$ cat src/rtl/pdm_pkg.sv
// pdm_pkg: shared constants and types for the PDM decimator.
package pdm_pkg;
    localparam int PDM_WORD_LENGTH = 16;
    localparam int POPCOUNT_WIDTH  = 5;
    typedef logic [POPCOUNT_WIDTH-1:0] popcount_t;
    typedef enum logic {FILL, RUN} decim_state_t;
endpackage

$ cat src/rtl/pdm_popcount.sv
// pdm_popcount: combinational ones-count of one PDM word.
module pdm_popcount
    import pdm_pkg::*;
(
    input  logic [PDM_WORD_LENGTH-1:0] i_word,
    output popcount_t                  o_count
);
    always_comb begin
        o_count = '0;
        for (int i = 0; i < PDM_WORD_LENGTH; i++) o_count = o_count + popcount_t'(i_word[i]);
    end
endmodule

$ cat src/rtl/pdm_decimator.sv
// pdm_decimator: PDM word popcount + boxcar moving sum -> signed PCM on valid/ready.
// Define PDM_OVERRUN_COUNT_EN to build the saturating dropped-sample counter.
module pdm_decimator
    import pdm_pkg::*;
#(
    parameter int WORD_LENGTH  = 16,
    parameter int WINDOW_WORDS = 8,
    parameter int SAMPLE_WIDTH = 16
) (
    input  logic                    clock_i,
    input  logic                    reset_n_i,
    input  logic                    enable_i,
    input  logic                    word_done_i,
    input  logic [WORD_LENGTH-1:0]  word_i,
    output logic [SAMPLE_WIDTH-1:0] sample_o,
    output logic                    sample_valid_o,
    input  logic                    sample_ready_i,
    output logic [7:0]              overrun_count_o
);
    localparam int SUM_W = $clog2(16*WINDOW_WORDS) + 1;
    localparam int PTR_W = $clog2(WINDOW_WORDS);
    localparam int SHIFT = SAMPLE_WIDTH - 1 - $clog2(16*WINDOW_WORDS);

    logic                    r_done_d;
    logic [WORD_LENGTH-1:0]  r_word;
    logic                    r_v1;
    popcount_t               r_pc;
    logic                    r_v2;
    popcount_t               r_ring [WINDOW_WORDS];
    logic [PTR_W-1:0]        r_ptr;
    logic [PTR_W-1:0]        r_fill;
    logic [SUM_W-1:0]        r_sum;
    logic                    r_v3;
    decim_state_t            r_state;
    decim_state_t            w_state_nxt;
    popcount_t               w_pc;
    logic                    w_edge;
    logic                    w_last;
    logic                    w_emit;
    logic [SAMPLE_WIDTH-1:0] w_sample;

    pdm_popcount u_popcount (
        .i_word  (r_word),
        .o_count (w_pc)
    );

    assign w_edge   = word_done_i & ~r_done_d;
    assign w_last   = r_fill == PTR_W'(WINDOW_WORDS - 1);
    // Centre on half density, then scale the window range onto the sample width.
    assign w_sample = (SAMPLE_WIDTH'(r_sum) - SAMPLE_WIDTH'(8*WINDOW_WORDS)) << SHIFT;

    always_ff @(posedge clock_i or negedge reset_n_i) begin
        if (!reset_n_i) r_done_d <= 1'b0;
        else            r_done_d <= word_done_i;
    end

    always_ff @(posedge clock_i or negedge reset_n_i) begin
        if (!reset_n_i) begin
            r_word <= '0;
            r_v1   <= 1'b0;
            r_pc   <= '0;
            r_v2   <= 1'b0;
            r_sum  <= '0;
            r_ptr  <= '0;
            r_fill <= '0;
            r_v3   <= 1'b0;
            for (int i = 0; i < WINDOW_WORDS; i++) r_ring[i] <= '0;
        end else if (!enable_i) begin
            r_word <= '0;
            r_v1   <= 1'b0;
            r_pc   <= '0;
            r_v2   <= 1'b0;
            r_sum  <= '0;
            r_ptr  <= '0;
            r_fill <= '0;
            r_v3   <= 1'b0;
            for (int i = 0; i < WINDOW_WORDS; i++) r_ring[i] <= '0;
        end else begin
            r_v1 <= w_edge;
            if (w_edge) r_word <= word_i;
            r_v2 <= r_v1;
            if (r_v1) r_pc <= w_pc;
            r_v3 <= w_emit;
            if (r_v2) begin
                r_sum         <= r_sum + SUM_W'(r_pc) - SUM_W'(r_ring[r_ptr]);
                r_ring[r_ptr] <= r_pc;
                r_ptr         <= r_ptr + PTR_W'(1);
                if (r_state == FILL) r_fill <= r_fill + PTR_W'(1);
            end
        end
    end

    always_ff @(posedge clock_i or negedge reset_n_i) begin
        if (!reset_n_i)     r_state <= FILL;
        else if (!enable_i) r_state <= FILL;
        else                r_state <= w_state_nxt;
    end

    always_comb w_state_nxt = (r_state == FILL && r_v2 && w_last) ? RUN : r_state;

    // The update that completes the window already emits.
    always_comb w_emit = r_v2 && (r_state == RUN || w_last);

    always_ff @(posedge clock_i or negedge reset_n_i) begin
        if (!reset_n_i) begin
            sample_o       <= '0;
            sample_valid_o <= 1'b0;
        end else if (!enable_i) begin
            sample_valid_o <= 1'b0;
        end else if (r_v3 && (!sample_valid_o || sample_ready_i)) begin
            sample_o       <= w_sample;
            sample_valid_o <= 1'b1;
        end else if (sample_ready_i) begin
            sample_valid_o <= 1'b0;
        end
    end

`ifdef PDM_OVERRUN_COUNT_EN
    logic [7:0] r_ovr;
    always_ff @(posedge clock_i or negedge reset_n_i) begin
        if (!reset_n_i) r_ovr <= 8'd0;
        else if (enable_i && r_v3 && sample_valid_o && !sample_ready_i && r_ovr != 8'hFF) r_ovr <= r_ovr + 8'd1;
    end
    assign overrun_count_o = r_ovr;
`else
    assign overrun_count_o = 8'd0;
`endif
endmodule

$ cat config.mk
export PLATFORM = sky130hd
export DESIGN_NAME = pdm_decimator
export DESIGN_NICKNAME = d
export VERILOG_FILES = /design/src/rtl/pdm_pkg.sv /design/src/rtl/pdm_popcount.sv /design/src/rtl/pdm_decimator.sv
export SDC_FILE = /design/constraint.sdc
export NUM_CORES = 1
export LEC_CHECK = 0
export BUFFER_PORTS_ARGS = -buffer_cell sky130_fd_sc_hd__buf_2
export CAP_MARGIN = 15
export CORE_ASPECT_RATIO = 1.5
export CORE_MARGIN = 3
export CORE_UTILIZATION = 56
export DETAILED_ROUTE_END_ITERATION = 12
export PLACE_DENSITY = 0.74
export SLEW_MARGIN = 5
export SYNTH_ARGS = -nofsm -noshare
export SYNTH_HDL_FRONTEND = slang
export SYNTH_SLANG_ARGS = --single-unit
$ cat constraint.sdc
create_clock -name clock_i -period 5.83 [get_ports clock_i]
set_input_delay 0.2915 -clock clock_i [delete_from_list [all_inputs] [get_ports clock_i]]
set_output_delay 0.2915 -clock clock_i [all_outputs]
set_load 0.05 [all_outputs]
Word level (Yosys, flattened, before mapping)
Cells that the tools add are included.

operators by class
  equal/unequal tests = 7
  divide/modulo/power cells = 0
  add/sub/neg operators = 20
  order comparisons = 2
  $mul = 0
  reductions and logical operators = 10
  bitwise operators = 4
  shift-type cells = 0
  muxes and demuxes = 27

operators with widths
  kind                                                                           count
  40-bit 2-to-1 mux                                                              2
  5-bit by 1-bit adder with 5-bit output                                         14
  40-bit bitwise mux                                                             1
  16-bit 2-to-1 mux                                                              2
  5-bit 2-to-1 mux                                                               5
  8-bit 2-to-1 mux                                                               2
  5-bit binary-select mux with 3-bit select                                      1
  5-bit demux with 3-bit select                                                  1
  3-bit 2-to-1 mux                                                               5
  8-bit by 5-bit adder with 8-bit output                                         1
  1-bit 2-to-1 mux                                                               8
  2-bit by 1-bit inequality test with 1-bit output (second input constant)       4
  8-bit by 5-bit subtractor with 8-bit output                                    1
  8-bit by 7-bit subtractor with 8-bit output (second input constant)            1
  3-bit by 1-bit adder with 3-bit output (second input constant)                 2
  1-bit logical AND                                                              5
  4-bit greater-or-equal comparator (second input constant)                      1
  4-bit by 1-bit less-than comparator with 1-bit output (second input constant)  1
  3-bit inverter with 4-bit output                                               1
  2-bit AND reduction                                                            2
  3-bit == test (second input constant)                                          1
  3-bit by 1-bit inequality test with 1-bit output (second input constant)       1
  1-bit by 1-bit adder with 2-bit output                                         1
  1-bit logical OR                                                               2
  other kinds (4)                                                                5

word-level totals
  bits in read-only memories = 0
  logic and storage cells = 90
  flip-flop bits (word level) = 89
  latch bits = 0
  memory bits (writable) = 0
  input bits = 21
  output and inout port bits = 25
  memories = 0

Longest topological paths before layout
Gate-level depths: netlist (run 1).

  word-level depth = 17
  depth in mapped cells = 17
  gate-level depth less buffers = 15

Cells and area by module
Synthesis (run 1) repeated with hierarchy kept, for this count alone.

second synthesis, totals
  cell total of the unflattened synthesis = 461
  area, all modules = 5102.4 µm²

by module, submodules not included
  module         area an instance (µm²)  cells an instance  seq. area each (µm²)  times used
  pdm_decimator  4694.5                  414                2227.1                1
  pdm_popcount   407.9                   47                 0.0                   1

Worst setup path before layout (run 1)
OpenSTA, ideal clock, no wires.

  path kind = register to register
  start = register r_word[0]
  end = register r_pc[1]
  data required time = 5.710 ns
  path slack = 2.135 ns
  library setup time = 0.120 ns
  stages on the path, launching flop included = 12
  period minus slack after synthesis = 3.695 ns
  arrival time = 3.575 ns
  buffers on the path = 0
  path through = dfrtp_1 ha_1 inv_1 fa_1 fa_1 fa_1 fa_1 fa_1 inv_1 fa_1 mux2i_1 nor2b_1

between the ends
  word-level cells in the longest chain between the ends = 17

ends and longest elaborated chain
  what                                                  RTL line             source
  start: declaration                                    pdm_decimator.sv:25  logic [WORD_LENGTH-1:0] r_word;
  start signal: assignment                              pdm_decimator.sv:80  if (w_edge) r_word <= word_i;
  1-bit by 1-bit adder with 2-bit output                pdm_popcount.sv:10   for (int i = 0; i < PDM_WORD_LENGTH; i++) o_count = o_count + popcount_t'(i_word[i]);
  5-bit by 1-bit adder with 5-bit output (14 in a row)  pdm_popcount.sv:10
  5-bit 2-to-1 mux                                      pdm_decimator.sv:82  if (r_v1) r_pc <= w_pc;
  5-bit 2-to-1 mux                                      pdm_decimator.sv:68  end else if (!enable_i) begin
  end signal: assignment                                pdm_decimator.sv:82
  end: declaration                                      pdm_decimator.sv:27  popcount_t r_pc;

No other way between the ends. The select of a mux whose other input is x is not followed.
A chain may end at the register's enable or synchronous reset.

Worst setup path after layout (run 1)
  start = register r_ptr[0]
  end = register r_sum[6]

between the ends
  word-level cells in the longest chain between the ends = 7

ends and longest elaborated chain
  what                                                    RTL line             source
  start: declaration                                      pdm_decimator.sv:30  logic [PTR_W-1:0] r_ptr;
  start signal: assignment                                pdm_decimator.sv:87  r_ptr <= r_ptr + PTR_W'(1);
  3-bit inverter with 4-bit output (not written as such)  pdm_decimator.sv:85  r_sum <= r_sum + SUM_W'(r_pc) - SUM_W'(r_ring[r_ptr]);
  5-bit binary-select mux with 3-bit select               pdm_decimator.sv:85
  5-bit 2-to-1 mux (not written as such) (2 in a row)     pdm_decimator.sv:85
  8-bit by 5-bit subtractor with 8-bit output             pdm_decimator.sv:85
  8-bit 2-to-1 mux                                        pdm_decimator.sv:84  if (r_v2) begin
  8-bit 2-to-1 mux                                        pdm_decimator.sv:68
  end signal: assignment                                  pdm_decimator.sv:85
  end: declaration                                        pdm_decimator.sv:32  logic [SUM_W-1:0] r_sum;

No other way between the ends. The select of a mux whose other input is x is not followed.

==> run_results.csv, run 1 <==
group,metric,value,unit
global_routing,grt_pass1_wl,16400,um
synthesis,synth_cells,477,
clock_network,ctsResizeCount,0,
setup_path,crit_end,"r_sum[6]",
layout,drive_gt1_share,14.4,%
layout,multi_input_area,2470,um^2
setup_path,crit_chain,"mux4_2, mux2_2, fa_1, inv_1, fa_1, a21o_1, a21oi_2, o21ai_1, or4b_1, nand3_1",
detailed_routing,drc,0,
detailed_routing,antenna_left,0,
detailed_routing,wl_met3,316,um
run_status,status,"finished clean",
synthesis,synth_xor_area_share,1.03,%
job,max_cap_viol_count,0,
setup_path,cp_slowest_cell,"dfrtp_1",
clock_network,clk_pin_slew_worst_paths,0.07,ns
synthesis,synth_fa_ha_area_share,9.85,%
global_routing,grt_pass1_vias,3403,
floorplanning,die-height,123,um
detailed_routing,vias,3368,
setup_path,critPathLaunch,"r_ptr[0]",
placed_design,pre_cts_slack,1.86,ns
synthesis,synth-seq-cells,89,
clock_network,cts_buffers,9,
setup_path,cp.required,6.12,ns
layout,final_cell_mix,"dfrtp_1, nor2b_1, inv_1, mux2i_1",
sta,slew_headroom,33.6,%
clock_network,clockBufferDepth,2,
synthesis,syn_area_per_cell,10.6,um^2
layout,final_common_cell,"dfrtp_1",
clock_network,clock-sinks,89,
synthesis,synth_top_family_by_area,"simple AND/OR/NAND/NOR gates",
detailed_routing,met2_length,5430,um
setup_path,rr_endpoint,"r_sum[6]",
floorplanning,pin_count,46,
placed_design,dp_cells,589,
floorplanning,die-area,10300,um^2
setup_path,startpoint_type,"flip-flop",
synthesis,yosysSeqAreaShare,43.8,%
global_routing,grt_max_degree,90,
worst_hold_path,min_path_type,"input pin to flip-flop",
sta,hold-worst-slack,0.0750,ns
global_routing,grt_antenna_before_repair,0,
layout,fin_nets,548,
synthesis,async_flop_share,100,%
sta,timing.fmax,0.251,GHz
pwr,p_leak,2.57,nW
detailed_routing,drtIter0Drc,281,
pwr,peakVddDrop,0.165,mV
sta,fin_crit_sh,68.3,%
detailed_routing,viasPerCell,5.54,
sta,setup_violations,0,
setup_path,worstPathArrival,4.27,ns
setup_path,critPathMaxFanout,25,
sta,final_hold_viol_count,0,
sta,skew,0.0108,ns
setup_path,crit_path_end_kind,"flip-flop",
synthesis,yosys.area_share.simple,14.6,%
setup_path,worstRegToRegCells,10,
detailed_routing,met1_length,3720,um
floorplanning,die_w,83.8,um
synthesis,synth.area.mux_share,11.2,%
floorplanning,core_area,8620,um^2
placed_design,port_buffers,29,
setup_path,r2r_start,"r_ptr[0]",
synthesis,synth_cell_types,54,
layout,antenna_cells,0,
synthesis,yosysWarningCount,0,
layout,utilization,64.3,%
clock_network,cts_tree,"built",
synthesis,synthesis.area,5080,um^2
setup_path,r2r_setup_slack,1.85,ns
sta,drv_slew,0,
clock_network,insertion_delay,0.35,ns
sta,fin_tns_setup,0,ns
setup_path,critPathKind,"flip-flop to flip-flop",
placed_design,dp_hpwl,6780,um
global_routing,grt_usage,20.4,%
global_routing,overflow,0,
synthesis,synthFlopType,"dfrtp_1",
synthesis,synth_compound_area_share,10.9,%
floorplanning,start_util,58.9,%
clock_network,htreeDepth,3,
sta,rsz0062_at_grt,"false",
layout,fin_cells,608,
layout,fill_cells,703,
detailed_routing,top_layer_used,"met4",
floorplanning,placementRows,41,
detailed_routing,totalWireLength,9740,um
sta,tightest_slew,0.997,ns
sta,period_needed,3.98,ns
setup_path,slowest_delay,1.00,ns
detailed_routing,wire_per_inst,16.0,um
detailed_routing,drt_pass1_iterations,4,
clock_network,clock-root-buffer,"clkbuf_16",
placed_design,gp_congestion,0.811,
layout,ff_latch_area,2230,um^2
setup_path,crit_top_cell,"fa_1",
layout,areaGrowthSynthToFinish,9.09,%
sta,postLayoutSetupSlackWorst,1.85,ns
pwr,pwr_density_cell,261,nW/um^2
synthesis,synth_edf_count,0,
routing by layer:
| layer | global-route usage, % | vias to the layer above |
|---|---|---|
| met3 | 4.03 | 21 |
| met5 | 0 | - |
| met4 | 9.86 | 0 |
| met2 | 36.1 | 62 |
| li1 | - | 1605 |
| met1 | 23.6 | 1680 |
synth_stat cells (all sizes together), types with 2 or more instances:
master / n / area (um^2)
nand2: 15 / 56.3
mux2: 14 / 161
nand3b: 2 / 15.0
a22oi: 3 / 22.5
buf: 32 / 229
clkbuf: 9 / 33.8
and2: 4 / 25.0
nor3: 6 / 46.3
mux2i: 36 / 360
o211a: 3 / 30.0
ha: 16 / 200
xnor2: 6 / 52.6
a21oi: 29 / 149
mux4: 2 / 45.0
a31oi: 2 / 12.5
a21o: 3 / 22.5
inv: 46 / 173
o21ai: 9 / 45.0
fa: 15 / 300
nor2b: 52 / 325
a211oi: 3 / 35.0
dfrtp: 89 / 2230
nor2: 29 / 111
nand3: 8 / 40.0
nand2b: 3 / 18.8
o21a: 4 / 30.0
a21boi: 3 / 22.5
nand4: 2 / 18.8
and3: 5 / 31.3
a22o: 16 / 140
through the flow:
step / power [mW] / area (um^2)
final: 1.45 / 5540
after global routing: 1.52 / 5540
after CTS: 1.46 / 5500
after detailed placement: 0.827 / 5170
after global placement: 0.823 / 5170
after floorplan: 0.791 / 5140
worst min-delay path by stage:
| stage | cells past startpoint | startpoint | end | slack [ns] |
|---|---|---|---|---|
| finish | 1 | word_done_i | r_done_d | 0.08 |
| global route | 1 | word_done_i | r_done_d | 0.08 |
| CTS | 1 | word_done_i | r_done_d | 0.07 |
| detailed placement | 1 | word_done_i | r_done_d | 0.43 |
| global placement | 1 | word_done_i | r_done_d | 0.42 |
| floorplan | 0 | reset_n_i | r_done_d | -0.004 |
critical path: cells and delay by family, from the launching register on:
kind | cells | cell delay (ns)
compound gates | 3 | 0.47
fa+ha+maj | 2 | 0.94
buf+inv | 1 | 0.07
flops | 1 | 1.00
mux | 2 | 0.90
simple gates | 2 | 0.55
layout make-up:
type                    count  area share [%]
clock buffers              10            4.31
clock inverters             6            1.58
inverters                  46            3.12
multi-input cells         316            44.6
flip-flops and latches     89            40.2
well taps                 107            2.42
repair buffers             34            3.75
where the power goes:
part           internal (mW)  leakage (nW)  switching [mW]  total [mW]
clock network          0.388         0.163           0.241       0.629
logic                 0.0695          1.17           0.110       0.179
registers              0.627          1.23          0.0131       0.640
total                   1.09          2.57           0.363        1.45
flip-flops by register name (all words and copies together), names as in the netlist:
| name | cells |
|---|---|
| sample_o | 8 |
| r_v3 | 1 |
| r_done_d | 1 |
| r_state | 1 |
| r_ptr | 3 |
| sample_valid_o | 1 |
| r_v2 | 1 |
| r_fill | 3 |
| r_ring | 40 |
| r_word | 16 |
| r_pc | 5 |
| r_sum | 8 |
| r_v1 | 1 |
kinds of logic (layout without fill, tap and decap cells):
logic type,count (synthesis),count (layout)
muxes,52,52
other,1,16
AOI/OAI and AO/OA,80,80
buffers and inverters,87,96
and+or+nand+nor,131,131
DFF,89,89
adders and majority gates,31,31
xor gates and xnor gates,6,6
what timing repair did:
action,4_1_cts,5_1_grt
hold buffers,0,1
setup buffers,0,0
endpoints found under the hold margin,0,17
No activity file was read; power rests on OpenSTA's default activity.
==> run 2, diff against run 1 <==
==> constraint.sdc (replaced) <==
create_clock -name clock_i -period 4.1 [get_ports clock_i]
set_input_delay 0.205 -clock clock_i [delete_from_list [all_inputs] [get_ports clock_i]]
set_output_delay 0.205 -clock clock_i [all_outputs]
set_load 0.05 [all_outputs]
==> run 2 against run 1 <==
Effect of this change:
- clock skew decreased by 0.0029 ns
- cell area increased by 0.56%
- setup slack worse by 1.6 ns
- critical path depth is 2 higher
- register-to-register slack lost 1.6 ns
- sequential share of layout area down 0.23 points
- critical endpoint is now r_pc[4]
==> run_results.csv, run 2 (synthesis results as in run 1) <==
group,metric,value,unit
run_status,status,"finished clean",
detailed_routing,drtIter0Drc,199,
placed_design,port_buffers,29,
worst_hold_path,holdPathEnd,"r_word[7]",
pwr,p_sw,516,uW
setup_path,worstRegToRegCells,12,
setup_path,crit_path_end_kind,"flip-flop",
detailed_routing,viasPerCell,5.52,
setup_path,slowest_delay,0.54,ns
floorplanning,placementRows,41,
sta,skew,0.00793,ns
global_routing,grt_pass1_vias,3529,
setup_path,rr_endpoint,"r_pc[4]",
floorplanning,core_area,8620,um^2
clock_network,cts_setup_buffers,0,
floorplanning,pin_count,46,
worst_hold_path,min_path_type,"input pin to flip-flop",
clock_network,insertion_delay,0.34,ns
sta,setup_violations,0,
clock_network,clk_pin_slew_worst_paths,0.06,ns
sta,final_hold_viol_count,0,
sta,slew_headroom,45.0,%
layout,final_cell_mix,"dfrtp_1, nor2b_1, inv_1, mux2i_1",
layout,fin_nets,552,
layout,final_area,5570,um^2
sta,drv_slew,0,
detailed_routing,drt_pass1_iterations,4,
placed_design,gp_congestion,0.823,
sta,timing.fmax,0.258,GHz
layout,top_register,"r_ring",
layout,areaGrowthSynthToFinish,9.70,%
clock_network,clock-root-buffer,"clkbuf_16",
layout,final_common_cell,"dfrtp_1",
global_routing,grt_usage,20.5,%
global_routing,grt_antenna_before_repair,0,
layout,top_regs,"r_ring: 40 flops, r_word: 16 flops",
pwr,p_leak,2.58,nW
clock_network,cts_buffers,9,
setup_path,critPathKind,"flip-flop to flip-flop",
pwr,p_comb_share,12.3,%
setup_path,startpoint_type,"flip-flop",
sta,tightest_slew,0.825,ns
layout,antenna_cells,0,
global_routing,overflow,0,
layout,drive_gt1_share,14.7,%
sta,rsz0062_at_grt,"false",
setup_path,crit_chain,"ha_1, inv_1, fa_1, fa_1, fa_1, fa_1, fa_1, inv_1, fa_1, a21oi_1, o22ai_1, and2_1",
worst_hold_path,hold_depth,2,
detailed_routing,totalWireLength,9930,um
setup_path,critPathMaxFanout,2,
clock_network,clockBufferDepth,2,
floorplanning,die-height,123,um
detailed_routing,drc,0,
setup_path,cp.required,4.34,ns
detailed_routing,wire_per_inst,16.2,um
global_routing,grt_pass1_wl,16400,um
setup_path,worstPathArrival,4.11,ns
sta,fin_crit_sh,94.4,%
pwr,p_int,1.60,mW
pwr,peakVddDrop,0.252,mV
placed_design,dp_hpwl,7110,um
global_routing,grt_max_degree,68,
clock_network,cts_tree,"built",
pwr,switching_share,24.4,%
detailed_routing,vias,3378,
pwr,p_clk_share,44.8,%
pwr,pwr_density_cell,380,nW/um^2
sta,period_needed,3.87,ns
clock_network,htreeDepth,3,
sta,fin_tns_setup,0,ns
floorplanning,die_w,83.8,um
floorplanning,start_util,58.9,%
setup_path,r2r_setup_slack,0.23,ns
floorplanning,die-area,10300,um^2
layout,largest_register_ffs,40,
job,max_cap_viol_count,0,
worst_hold_path,min_from,"word_i[7]",
setup_path,cp_slowest_cell,"fa_1",
setup_path,crit_top_cell,"fa_1",
placed_design,placed_area,5200,um^2
layout,fill_cells,705,
clock_network,clock-sinks,89,
detailed_routing,antenna_left,0,
setup_path,r2r_start,"r_word[1]",
pwr,power_frac_seq,42.9,%
run 2: repair_timing:
item	in CTS	in global routing
hold buffers	2	0
endpoints found under the hold margin	53	0
resized for setup	0	0
run 2: area by class of cell:
class / instances / area [um^2] / area share, %
clock buffers: 11 / 243 / 4.36
clock inverters: 5 / 103 / 1.84
inverters: 46 / 173 / 3.10
multi-input cells: 316 / 2470 / 44.4
flip-flops and latches: 89 / 2230 / 40.0
well taps: 107 / 134 / 2.40
repair buffers: 38 / 220 / 3.95
run 2: routing by layer:
layer	global-route usage (%)	wire length [um]
met1	22.5	3840
met2	37.5	5420
met3	4.63	348
met4	9.66	321
met5	0	0
run 2: how the worst max path moves through the flow:
stage               to  depth (start not counted)  startpoint  slack, ns
6_report       r_pc[4]                         12   r_word[1]       0.23
3_5_place_dp   r_pc[1]                         11   r_word[0]       0.24
2_1_floorplan  r_pc[1]                         11   r_word[0]       0.40
5_1_grt        r_pc[3]                         13   r_word[1]       0.04
3_3_place_gp   r_pc[4]                         12   r_word[0]       0.35
4_1_cts        r_pc[1]                         11   r_word[1]       0.23
run 2: worst max-delay path: cells and delay by family (launching register included):
family                     cells  cell delay [ns]
adders and majority gates      7             2.84
DFF                            1             0.40
AOI/OAI and AO/OA              2             0.27
and+or+nand+nor                1             0.16
buffers and inverters          2             0.10
run 2: through the flow:
step	utilization (%)	hold slack (ns)	setup WS (ns)	power, mW	instances
after floorplan	-	-0.0906	0.405	1.13	492
after global placement	60.3	0.283	0.346	1.17	593
after detailed placement	60.3	0.289	0.241	1.18	593
after CTS	64.6	0.0720	0.228	2.13	611
after global routing	64.7	0.0846	0.0376	2.20	612
final	64.7	0.0798	0.229	2.12	612
run 2: power groups by stage:
stage	Clock, mW	Sequential, mW	Combinational [mW]
4_1_cts	0.964	0.909	0.261
3_3_place_gp	0	0.924	0.244
3_5_place_dp	0	0.925	0.257
6_report	0.949	0.909	0.260
2_1_floorplan	0	0.916	0.209
5_1_grt	1.00	0.911	0.292
